--- config.mk ---
export PLATFORM = sky130hd
export DESIGN_NAME = interrupt_arbiter
export DESIGN_NICKNAME = d
export VERILOG_FILES = /design/src/rtl/ocaccel_intr_pkg.sv /design/src/rtl/rr_arbiter_core.sv /design/src/rtl/interrupt_arbiter.sv
export SDC_FILE = /design/constraint.sdc
export NUM_CORES = 1
export LEC_CHECK = 0
export ABC_AREA = 1
export CAP_MARGIN = 20
export CORE_AREA = 2 2 159 161
export CTS_BUF_LIST = sky130_fd_sc_hd__clkbuf_8
export CTS_CLUSTER_SIZE = 16
export DETAILED_ROUTE_END_ITERATION = 6
export DIE_AREA = 0 0 161 163
export PLACE_DENSITY = 0.64
export SLEW_MARGIN = 20
export SYNTH_ARGS = -nofsm -noshare
export SYNTH_HDL_FRONTEND = slang
export SYNTH_HIERARCHICAL = 1
export SYNTH_SLANG_ARGS = --single-unit
--- constraint.sdc ---
create_clock -name clk -period 3 [get_ports clk]
set_input_delay 0.45 -clock clk [delete_from_list [all_inputs] [get_ports clk]]
set_output_delay 0.45 -clock clk [all_outputs]
set_load 0.005 [all_outputs]
--- src/rtl/ocaccel_intr_pkg.sv ---
// Shared definitions for the interrupt infrastructure: FSM encodings, the
// source-address width and a constant-foldable clog2 helper.
package ocaccel_intr_pkg;

    localparam int unsigned INTR_SRC_W = 64;

    typedef enum logic [2:0] {
        StIdle  = 3'b001,
        StIssue = 3'b010,
        StDone  = 3'b100
    } intr_state_e;

    // Never returns less than 1 so a 1-bit index still has a legal width.
    function automatic int unsigned clog2(input int unsigned n);
        int unsigned r;
        r = 0;
        for (int unsigned i = 0; i < 32; i++) begin
            if ((32'd1 << i) < n) begin
                r = i + 1;
            end
        end
        return (r == 0) ? 1 : r;
    endfunction

endpackage

--- src/rtl/rr_arbiter_core.sv ---
// Combinational round-robin pick: first set candidate above last_grant,
// wrapping modulo N_REQ. valid is low only when no candidate is set.
module rr_arbiter_core
    import ocaccel_intr_pkg::*;
#(
    parameter int unsigned N_REQ = 4
) (
    input  logic [N_REQ-1:0]        cand,
    input  logic [clog2(N_REQ)-1:0] last_grant,
    output logic [clog2(N_REQ)-1:0] grant,
    output logic                    valid
);

    localparam int unsigned IDW = clog2(N_REQ);

    always_comb begin
        int unsigned idx;
        idx   = 0;
        grant = '0;
        valid = 1'b0;
        for (int unsigned off = 1; off <= N_REQ; off++) begin
            idx = (32'(last_grant) + off) % N_REQ;
            if (!valid && cand[idx]) begin
                valid = 1'b1;
                grant = IDW'(idx);
            end
        end
    end

endmodule

--- src/rtl/interrupt_arbiter.sv ---
// Shares one four-phase interrupt engine among N_REQ requesters, granting
// round-robin and returning the engine ack to the winner.
module interrupt_arbiter
    import ocaccel_intr_pkg::*;
#(
    parameter int unsigned N_REQ = 4,
    parameter int unsigned CTXW  = 9
) (
    input  logic                        clk,
    input  logic                        rst,
    input  logic [N_REQ-1:0]            req_enable,
    input  logic [N_REQ-1:0]            up_req,
    input  logic [N_REQ*INTR_SRC_W-1:0] up_src,
    input  logic [N_REQ*CTXW-1:0]       up_ctx,
    output logic [N_REQ-1:0]            up_ack,
    output logic                        interrupt_req,
    output logic [INTR_SRC_W-1:0]       interrupt_src,
    output logic [CTXW-1:0]             interrupt_ctx,
    input  logic                        interrupt_ack,
    output logic                        busy,
    output logic [clog2(N_REQ)-1:0]     grant_id,
    output logic [31:0]                 served_cnt
);

    localparam int unsigned IDW = clog2(N_REQ);

    intr_state_e           state_q, state_d;
    logic [IDW-1:0]        last_grant_q, last_grant_d;
    logic [IDW-1:0]        grant_q, grant_d;
    logic [INTR_SRC_W-1:0] src_q, src_d;
    logic [CTXW-1:0]       ctx_q, ctx_d;
    logic [31:0]           served_q, served_d;

    logic [IDW-1:0]        win_idx;
    logic                  win_valid;

    rr_arbiter_core #(
        .N_REQ (N_REQ)
    ) u_rr (
        .cand       (up_req & req_enable),
        .last_grant (last_grant_q),
        .grant      (win_idx),
        .valid      (win_valid)
    );

    always_ff @(posedge clk) begin
        if (rst) begin
            state_q      <= StIdle;
            last_grant_q <= IDW'(N_REQ - 1);
            grant_q      <= '0;
            src_q        <= '0;
            ctx_q        <= '0;
            served_q     <= '0;
        end else begin
            state_q      <= state_d;
            last_grant_q <= last_grant_d;
            grant_q      <= grant_d;
            src_q        <= src_d;
            ctx_q        <= ctx_d;
            served_q     <= served_d;
        end
    end

    always_comb begin
        state_d      = state_q;
        last_grant_d = last_grant_q;
        grant_d      = grant_q;
        src_d        = src_q;
        ctx_d        = ctx_q;
        served_d     = served_q;
        unique case (state_q)
            StIdle: begin
                if (win_valid) begin
                    state_d      = StIssue;
                    grant_d      = win_idx;
                    last_grant_d = win_idx;
                    src_d        = up_src[32'(win_idx) * INTR_SRC_W +: INTR_SRC_W];
                    ctx_d        = up_ctx[32'(win_idx) * CTXW +: CTXW];
                end
            end
            StIssue: begin
                // Failed and successful interrupts ack identically; both are counted.
                if (interrupt_ack) begin
                    state_d  = StDone;
                    served_d = served_q + 32'd1;
                end
            end
            StDone: begin
                if (!up_req[grant_q] && !interrupt_ack) begin
                    state_d = StIdle;
                end
            end
            default: state_d = StIdle;
        endcase
    end

    always_comb begin
        up_ack        = '0;
        interrupt_req = (state_q == StIssue);
        busy          = (state_q != StIdle);
        if (state_q == StDone) begin
            up_ack[grant_q] = 1'b1;
        end
        interrupt_src = src_q;
        interrupt_ctx = ctx_q;
        grant_id      = grant_q;
        served_cnt    = served_q;
    end

endmodule

; After elaboration in Yosys (flattened, before gate mapping)
; Index checks and enable logic that the tools add are counted.
[totals]
inputBits = 303
register_bits = 112
word_cells = 66
[op_classes]
n_mux = 25
multipliers = 1
bitwise_logic = 1
n_shift = 2
magnitude_cmp = 6
eq_ne = 7
reduce_logical = 13
addsub = 5
[ops]
columns = operator, count
row1 = $shiftx 256x9->64, 1
row2 = $shiftx 36x7->9, 1
row3 = $add 32x1->32 const B, 1
row4 = $lt 2x3->1 const B, 5
row5 = $bmux 1 s2, 5
row6 = $mux 1, 10
row7 = $mux 3, 3
row8 = $pmux 3 s3, 1
row9 = $mux 2, 4
row10 = $mul 2x4->6 const B, 1
row11 = $logic_and 1x1->1, 5
row12 = $logic_not 1->1, 5
row13 = $add 2x1->2 const B, 2
row14 = $add 2x2->2 const B, 2
row15 = $and 4x4->4, 1
row16 = $mux 4, 1
row17 = $ne 2x1->1 const B, 2
row18 = $reduce_and 2->1, 2
row19 = $eq 3x1->1 const B, 1
row20 = $eq 3x2->1 const B, 1
row21 = $eq 3x3->1 const B, 1
row22 = $ne 3x1->1 const B, 1
row23 = $reduce_and 3->1, 1
row24 = $demux 1 s2, 1
row25 = other kinds (2), 2

; Depth between registers and ports, before layout
; Gate-level depths: netlist of run 1.
[depth]
word_depth = 15
ltp_mapped = 15

; By module
; Netlist of run 1, hierarchy kept.
[modules_own_cells]
columns = module, cells_per_inst, area_each_um2, instances, seq_area_each_um2
row1 = interrupt_arbiter, 1043, 6540.0, 1, 2242.2
row2 = rr_arbiter_core, 52, 271.5, 1, 0.0

; Least setup slack after synthesis of run 1
; OpenSTA, ideal clock, no wires.
[synth_timing]
path_type = in2reg
start = input port req_enable[3]
end = register src_q[11], in the netlist interrupt_src[11]
n_path_buf = 2
t_arrival_ns = 1.937
setup_time_ns = 0.125
path_slack_ns = 0.938
cell_stages = 14
required_ns = 2.875
cell_sequence = nand2_1 -> inv_1 -> nand2_2 -> nand2_1 -> nand2_1 -> nand2_4 -> nor2_8 -> nand4_1 -> nand3_1 -> clkbuf_1 -> buf_1 -> nor2_1 -> o21ai_0 -> a31oi_1
[synth_between]
elab_chain_len = 14
elab_cells_between_ends = 25
classes_between = shift (1) / mux (16) / bitwise (1) / reduce/logical (7)
[synth_lines]
columns = item, line_no
row1 = from (decl), interrupt_arbiter.sv:11  ; input logic [N_REQ-1:0] req_enable,
row2 = $and 4x4->4 *, interrupt_arbiter.sv:40  ; .cand (up_req & req_enable),
row3 = $bmux 1 s2, rr_arbiter_core.sv:23  ; if (!valid && cand[idx]) begin
row4 = $mux 1 (implied by the code), rr_arbiter_core.sv:23
row5 = $mux 1, rr_arbiter_core.sv:23
row6 = $logic_not 1->1, rr_arbiter_core.sv:23
row7 = $logic_and 1x1->1, rr_arbiter_core.sv:23
row8 = $mux 1, rr_arbiter_core.sv:23
row9 = $logic_not 1->1, rr_arbiter_core.sv:23
row10 = $logic_and 1x1->1, rr_arbiter_core.sv:23
row11 = $mux 1, rr_arbiter_core.sv:23
row12 = $logic_not 1->1, rr_arbiter_core.sv:23
row13 = $logic_and 1x1->1, rr_arbiter_core.sv:23
row14 = $mux 2 *, rr_arbiter_core.sv:23
row15 = net win_idx[1], interrupt_arbiter.sv:34  ; logic [IDW-1:0] win_idx;
row16 = $shiftx 256x9->64 *, interrupt_arbiter.sv:77  ; src_d = up_src[32'(win_idx) * INTR_SRC_W +: INTR_SRC_W];
row17 = to (signal assigned), interrupt_arbiter.sv:58  ; src_q <= src_d;
row18 = to (decl), interrupt_arbiter.sv:30  ; logic [INTR_SRC_W-1:0] src_q, src_d;
; The timed path passes the listed nets; every way through them passes the cells marked *. The select of a mux whose other input is x is not followed.
; A chain may end at the register's enable or synchronous reset.

; Final worst setup path of run 1
[layout_timing]
start = register last_grant_q[0]
end = register src_q[4], in the netlist interrupt_src[4]
[layout_between]
elab_chain_len = 14
elab_cells_between_ends = 28
classes_between = add/sub (4) / shift (1) / mux (16) / reduce/logical (7)
[layout_lines]
columns = item, line_no
row1 = from (decl), interrupt_arbiter.sv:28  ; logic [IDW-1:0] last_grant_q, last_grant_d;
row2 = from (signal assigned), interrupt_arbiter.sv:49  ; last_grant_q <= IDW'(N_REQ - 1);
row3 = from (signal assigned), interrupt_arbiter.sv:56  ; last_grant_q <= last_grant_d;
row4 = $add 2x1->2, rr_arbiter_core.sv:22  ; idx = (32'(last_grant) + off) % N_REQ;
row5 = $bmux 1 s2, rr_arbiter_core.sv:23
row6 = $mux 1 (implied by the code), rr_arbiter_core.sv:23
row7 = $mux 1, rr_arbiter_core.sv:23
row8 = $logic_not 1->1, rr_arbiter_core.sv:23
row9 = $logic_and 1x1->1, rr_arbiter_core.sv:23
row10 = $mux 1, rr_arbiter_core.sv:23
row11 = $logic_not 1->1, rr_arbiter_core.sv:23
row12 = $logic_and 1x1->1, rr_arbiter_core.sv:23
row13 = $mux 1, rr_arbiter_core.sv:23
row14 = $logic_not 1->1, rr_arbiter_core.sv:23
row15 = $logic_and 1x1->1, rr_arbiter_core.sv:23
row16 = $mux 2 *, rr_arbiter_core.sv:23
row17 = net win_idx[0], interrupt_arbiter.sv:34
row18 = $shiftx 256x9->64 *, interrupt_arbiter.sv:77
; Marks and branches as above.

==> results of run 1 <==
cells by family (layout without fill, tap and decap cells):
kind of cell	after synthesis	count (layout)	share of synthesized area, %
simple gates	523	523	33.05
compound gates	325	325	25.46
other cells	0	5	0
flops	112	112	32.92
fa+ha+maj	1	1	0.1837
xor+xnor	3	3	0.3858
buf+inv	131	508	8.009
power breakdown:
part | switching [mW] | internal [mW]
Combinational | 4.33 | 3.04
Clock | 0.604 | 0.349
Sequential | 0.258 | 1.92
metal layers:
layer  track usage, %  vias up
met5                0        -
met4            7.995        0
met3            6.061       42
met2            38.00      298
met1            25.20     3948
li1                 -     4428
flip-flops by register name (all words and copies together) (netlist names):
signal and flops:
served_cnt 32, state_q 3, grant_id 2, interrupt_src 64, interrupt_ctx 9, last_grant_q 2
cell type report:
type	instances	share of cell area (%)
clock buffer	10	1.191
timing repair buffer	437	38.35
inverter	55	1.830
antenna	5	0.1083
sequential	112	19.40
multi-input combinational	852	35.04
clock inverter	6	0.5089
tap	330	3.573
synth_stat cells, types with 6 or more instances:
library cell / number
nor2_1: 341
nor3_1: 14
o21ai_0: 218
o21ai_1: 10
a31oi_1: 74
nand2_1: 88
inv_1: 49
clkbuf_1: 29
nand3_1: 39
buf_1: 10
inv_2: 6
nor2_4: 7
a21oi_1: 17
buf_2: 34
nand4_1: 13
dfxtp_1: 112
worst paths after layout:
check / to / slack (ps)
max: interrupt_src[4] / 290
min: served_cnt[5] / 510
max reg2reg: interrupt_src[4] / 290
min reg2reg: served_cnt[5] / 510
placed cells by master, fill, tap and decap left out, types with 3 or more instances in the layout:
| master | Yosys | layout |
|---|---|---|
| nor3_1 | 14 | 14 |
| nand2_2 | 3 | 3 |
| o21ai_1 | 10 | 10 |
| nor2_2 | 4 | 4 |
| nor2_4 | 7 | 7 |
| buf_4 | 3 | 13 |
| inv_1 | 49 | 48 |
| clkdlybuf4s50_1 | 0 | 415 |
| nand2_4 | 3 | 3 |
| nand4_1 | 13 | 13 |
| nand3_1 | 39 | 37 |
| o21bai_1 | 3 | 3 |
| a21oi_1 | 17 | 17 |
| inv_2 | 6 | 5 |
| clkbuf_8 | 0 | 10 |
| inv_8 | 0 | 3 |
| xor2_1 | 3 | 3 |
| buf_12 | 0 | 9 |
| nor2_1 | 341 | 341 |
| a31oi_1 | 74 | 74 |
| diode_2 | 0 | 5 |
| dfxtp_1 | 112 | 112 |
| o21ai_0 | 218 | 218 |
| nand2_1 | 88 | 88 |
through the flow:
step	cell area (um^2)	hold WS, ps	std cells
floorplan	6812	465.1	1095
global placement	11350	481.7	1786
detailed placement	11350	489.6	1786
CTS	11540	507.1	1802
global route	11560	565.2	1807
finish	11560	514.3	1807
worst max-delay path, stage by stage, from the launching register on:
cell     delay (ps)
dfxtp_1         610
inv_1           240
nand2_1         120
nand2_1         100
nand2_1         140
nand2_4          80
nor2_8          130
nand4_1         150
nand3_4         200
inv_4            70
buf_12          160
o21ai_0         400
a31oi_1         140
==> results.yml, run 1 <==
global_route:
  grt_pass1_wl_um: 44810
  antenna_found_initial: 6
  grt_pass1_vias: 8281
  grt_max_degree: 87
  gr-total-overflow: 0
  grtUsageTotal_pct: 21.67
setup_path:
  timing.rr.start: "last_grant_q[0]"
  crit_type: "reg2reg"
  cp-startpoint: "last_grant_q[0]"
  worst_ep_required_time_ps: 3250
  rr_worst_depth: 12
  end_kind: "register"
  cp-start-kind: "register"
  worstPathArrival_ps: 2970
  critPathMaxFanout: 45
drt:
  wl_per_cell_um: 16.38
  highest_layer: "met4"
  routed-wl-met3_um: 2195
  met1Wirelength_um: 12110
  vias: 8716
  ant_nets: 0
  drc: 0
  wirelength_um: 29590
  viasPerCell: 4.823
  drt-pass1-iter-count: 5
  dr_wl_met2_um: 14470
  drtIter0Drc: 459
floorplanning:
  dieArea_mm2: 0.02624
  fp-row-count: 58
  core_mm2: 0.02467
  chipHeight_um: 163
  io_pins: 416
  die_w_um: 161
  initial_core_util_pct: 27.61
yosys:
  ys_seq_area_share_pct: 32.92
  avgSynthCellArea_um2: 6.221
  synth.top_cells.by_area: "dfxtp_1 33%, nor2_1 19%, o21ai_0 16%"
  synth_cells: 1095
  netlist_area_mm2: 0.006812
  ys_dominant_reg_cell: "dfxtp_1"
  ys_ff_latch: 112
  async_flop_share_pct: 0
  syn_nets: 1399
  yosysUniqueCellTypes: 33
  synth_top_cell_by_area: "dfxtp_1"
  yosysWarningCount: 6
  synth_top_area_share_pct: 32.92
  synth_edf_count: 0
clock_tree:
  cts_resized: 0
  clock_latency_ps: 390
  cts_tree: "done"
  htreeDepth: 3
  numCtsBuffers: 9
  clockBufferDepth: 2
  clk_pin_slew_worst_paths_ps: 120
  clock_sinks: 112
  cts_setup_buffers: 0
  ctsHoldBuffers: 0
  root_buffer: "clkbuf_8"
final_layout:
  n_fill_cell: 2545
  multiInputGateArea_mm2: 0.004049
  layout-drive-gt1-share_pct: 4.891
  fin_util_pct: 46.84
  regArea_mm2: 0.002242
  nets: 1771
  syn_to_final_growth_pct: 69.65
placement:
  place.port_buffers: 415
  dp_slack_ps: 149.8
  place_hpwl_um: 22570
  gp_congestion: 0.8850
min_path:
  hp-start: "served_cnt[5]"
  hold_depth: 2
  min_path_type: "reg2reg"
power_and_ir_drop:
  power.total_mw: 10.50
  leakage_nw: 4.336
  peakVddDrop_mv: 0.7789
  powerDensity_mw_per_mm2: 908.7
sta:
  fin_setup_tns_ps: 0
  relSlewSlack_pct: 63.68
  hold_viol_final: 0
  rsz0062_at_grt: "no"
  finalMaxSlewViolations: 0
  worst_pin_slew_ps: 544.9
  fin_ws_ps: 288.7
  fin_crit_sh_pct: 90.38
  period_minus_slack_ps: 2711
  worst_clock_skew_ps: 18.58
  max_freq_mhz: 368.8
  setup_viol: 0
run:
  drv_cap: 0
status:
  status: "finished clean"
No activity file was read; power rests on OpenSTA's default activity.
==> run 2, diff against run 1 <==
--- a/config.mk
+++ b/config.mk
@@ -7,12 +7,13 @@
 export LEC_CHECK = 0
 export ABC_AREA = 1
 export CAP_MARGIN = 20
-export CORE_AREA = 2 2 159 161
+export CORE_AREA = 2 2 163 165
 export CTS_BUF_LIST = sky130_fd_sc_hd__clkbuf_8
 export CTS_CLUSTER_SIZE = 16
 export DETAILED_ROUTE_END_ITERATION = 6
-export DIE_AREA = 0 0 161 163
-export PLACE_DENSITY = 0.64
+export DIE_AREA = 0 0 165 167
+export PLACE_DENSITY = 0.66
+export SETUP_SLACK_MARGIN = 0.5
 export SLEW_MARGIN = 20
 export SYNTH_ARGS = -nofsm -noshare
 export SYNTH_HDL_FRONTEND = slang
==> results.yml, run 2 (synthesis results as in run 1) <==
clock_tree:
  htreeDepth: 3
  clock_latency_ps: 390
  root_buffer: "clkbuf_8"
  cts_tree: "done"
  clock_sinks: 112
  clockBufferDepth: 2
  ctsHoldBuffers: 0
  numCtsBuffers: 9
  clk_pin_slew_worst_paths_ps: 120
floorplanning:
  die_w_um: 165
  initial_core_util_pct: 26.44
  core_mm2: 0.02576
  chipHeight_um: 167
  io_pins: 416
  fp-row-count: 59
  dieArea_mm2: 0.02756
setup_path:
  cp-start-kind: "input pin"
  slowest_stage: "clkdlybuf4s50_1"
  crit_path_max_incr_delay_ps: 430
  cp_common_cell: "nand2_1"
  worst_ep_required_time_ps: 3280
  timing.rr.start: "last_grant_q[1]"
  crit_chain: "clkdlybuf4s50_1 > nand2_1 > inv_1 > nand2_1 > nand2_1 > nand2_1 > nand2_4 > nor2_8 > nand4_1 > nand3_4 > buf_12 > clkinv_8 > buf_12 > o21ai_0 > a31oi_1"
  critical_path_buf_inv_count: 5
  critical-path-top-delay-family: "buffers and inverters"
  worstPathArrival_ps: 2670
  critPathMaxFanout: 41
  crit_type: "in2reg"
  cp-startpoint: "up_req[2]"
  end_kind: "register"
min_path:
  min_path_type: "reg2reg"
  hp-start: "served_cnt[5]"
power_and_ir_drop:
  peakVddDrop_mv: 0.4453
  switching_share_pct: 49.23
  powerDensity_mw_per_mm2: 924.5
  p_comb_share_pct: 71.5
  p_sw_mw: 5.291
  internal-power_mw: 5.456
  seq_power_share_pct: 20.2
  leakage_nw: 4.371
  p_clk_share_pct: 8.3
global_route:
  grt_max_degree: 77
  grt_pass1_vias: 8297
  antenna_found_initial: 4
  gr-total-overflow: 0
  grt_pass1_wl_um: 45230
  grtUsageTotal_pct: 20.99
drt:
  drtIter0Drc: 493
  wirelength_um: 30300
  ant_nets: 0
  viasPerCell: 4.866
  drt-pass1-iter-count: 5
  vias: 8817
  drc: 0
  wl_per_cell_um: 16.72
final_layout:
  layout_common_cells: "415 x clkdlybuf4s50_1, 341 x nor2_1, 218 x o21ai_0"
  largest_reg_flops: 64
  multiInputGateArea_mm2: 0.004049
  fin_util_pct: 45.12
  layout-drive-gt1-share_pct: 4.885
  mostFrequentLayoutCell: "clkdlybuf4s50_1"
  n_fill_cell: 2645
  regArea_mm2: 0.002242
  nets: 1773
  syn_to_final_growth_pct: 70.66
sta:
  hold_viol_final: 0
  rsz0062_at_grt: "yes"
  worst_clock_skew_ps: 16.06
  max_freq_mhz: 418.9
  period_minus_slack_ps: 2387
  fin_crit_sh_pct: 79.57
  fin_setup_tns_ps: 0
  worst_pin_slew_ps: 627.5
  relSlewSlack_pct: 58.17
  finalMaxSlewViolations: 0
  setup_viol: 0
  fin_ws_ps: 612.9
placement:
  place_hpwl_um: 22570
  dp_slack_ps: 158.1
  gp_congestion: 0.9225
  place.port_buffers: 415
run:
  drv_cap: 0
status:
  status: "finished clean"
[run 2: power by group through the flow]
stage,sequential [mW],clock [mW],combinational [mW]
2_1_floorplan,2.19,0,4.50
5_1_grt,2.23,0.984,8.63
3_5_place_dp,2.20,0,7.31
4_1_cts,2.17,0.936,7.34
3_3_place_gp,2.19,0,7.25
6_report,2.17,0.890,7.69
[run 2: worst paths after layout]
kind | to | slack [ps] | cells past startpoint
worst max-delay path | interrupt_src[50] | 610 | 15
worst min-delay path | served_cnt[5] | 530 | 2
worst max register to register | interrupt_src[50] | 730 | 13
worst min register to register | served_cnt[5] | 530 | 2
[run 2: worst min-delay path, cell delays in order, from the launching register on]
cell and delay, ps:
dfxtp_1 350, inv_1 80, a21oi_1 60
[run 2: routing by layer]
| metal | global-route usage (%) | part of all wire (%) | vias up | routed length [um] |
|---|---|---|---|---|
| met5 | 0 | 0.036 | - | 11 |
| met4 | 7.372 | 3.0 | 2 | 923 |
| met3 | 6.351 | 8.1 | 57 | 2469 |
| met2 | 35.85 | 49 | 340 | 14800 |
| met1 | 24.69 | 40 | 3986 | 12090 |
| li1 | - | - | 4432 | - |
[run 2: layout make-up]
class | instances | area share (%)
antenna | 3 | 0.06458
clock buffer | 9 | 1.066
clock inverter | 7 | 0.4305
inverter | 55 | 1.905
multi-input combinational | 852 | 34.83
sequential | 112 | 19.29
tap | 335 | 3.606
timing repair buffer | 439 | 38.81
[run 2: metrics by stage]
| step | instances | area (um^2) | power, mW | hold slack, ps |
|---|---|---|---|---|
| floorplan | 1095 | 6812 | 6.686 | 465.1 |
| global placement | 1789 | 11330 | 9.433 | 491.8 |
| detailed placement | 1789 | 11330 | 9.507 | 500.3 |
| CTS | 1805 | 11500 | 10.45 | 519.4 |
| global route | 1812 | 11620 | 11.85 | 549.7 |
| finish | 1812 | 11620 | 10.75 | 532.2 |
[run 2: repair_timing]
action,CTS,global route
gates resized for setup,0,8
endpoints found under the setup margin,0,51
buffers inserted,0,2
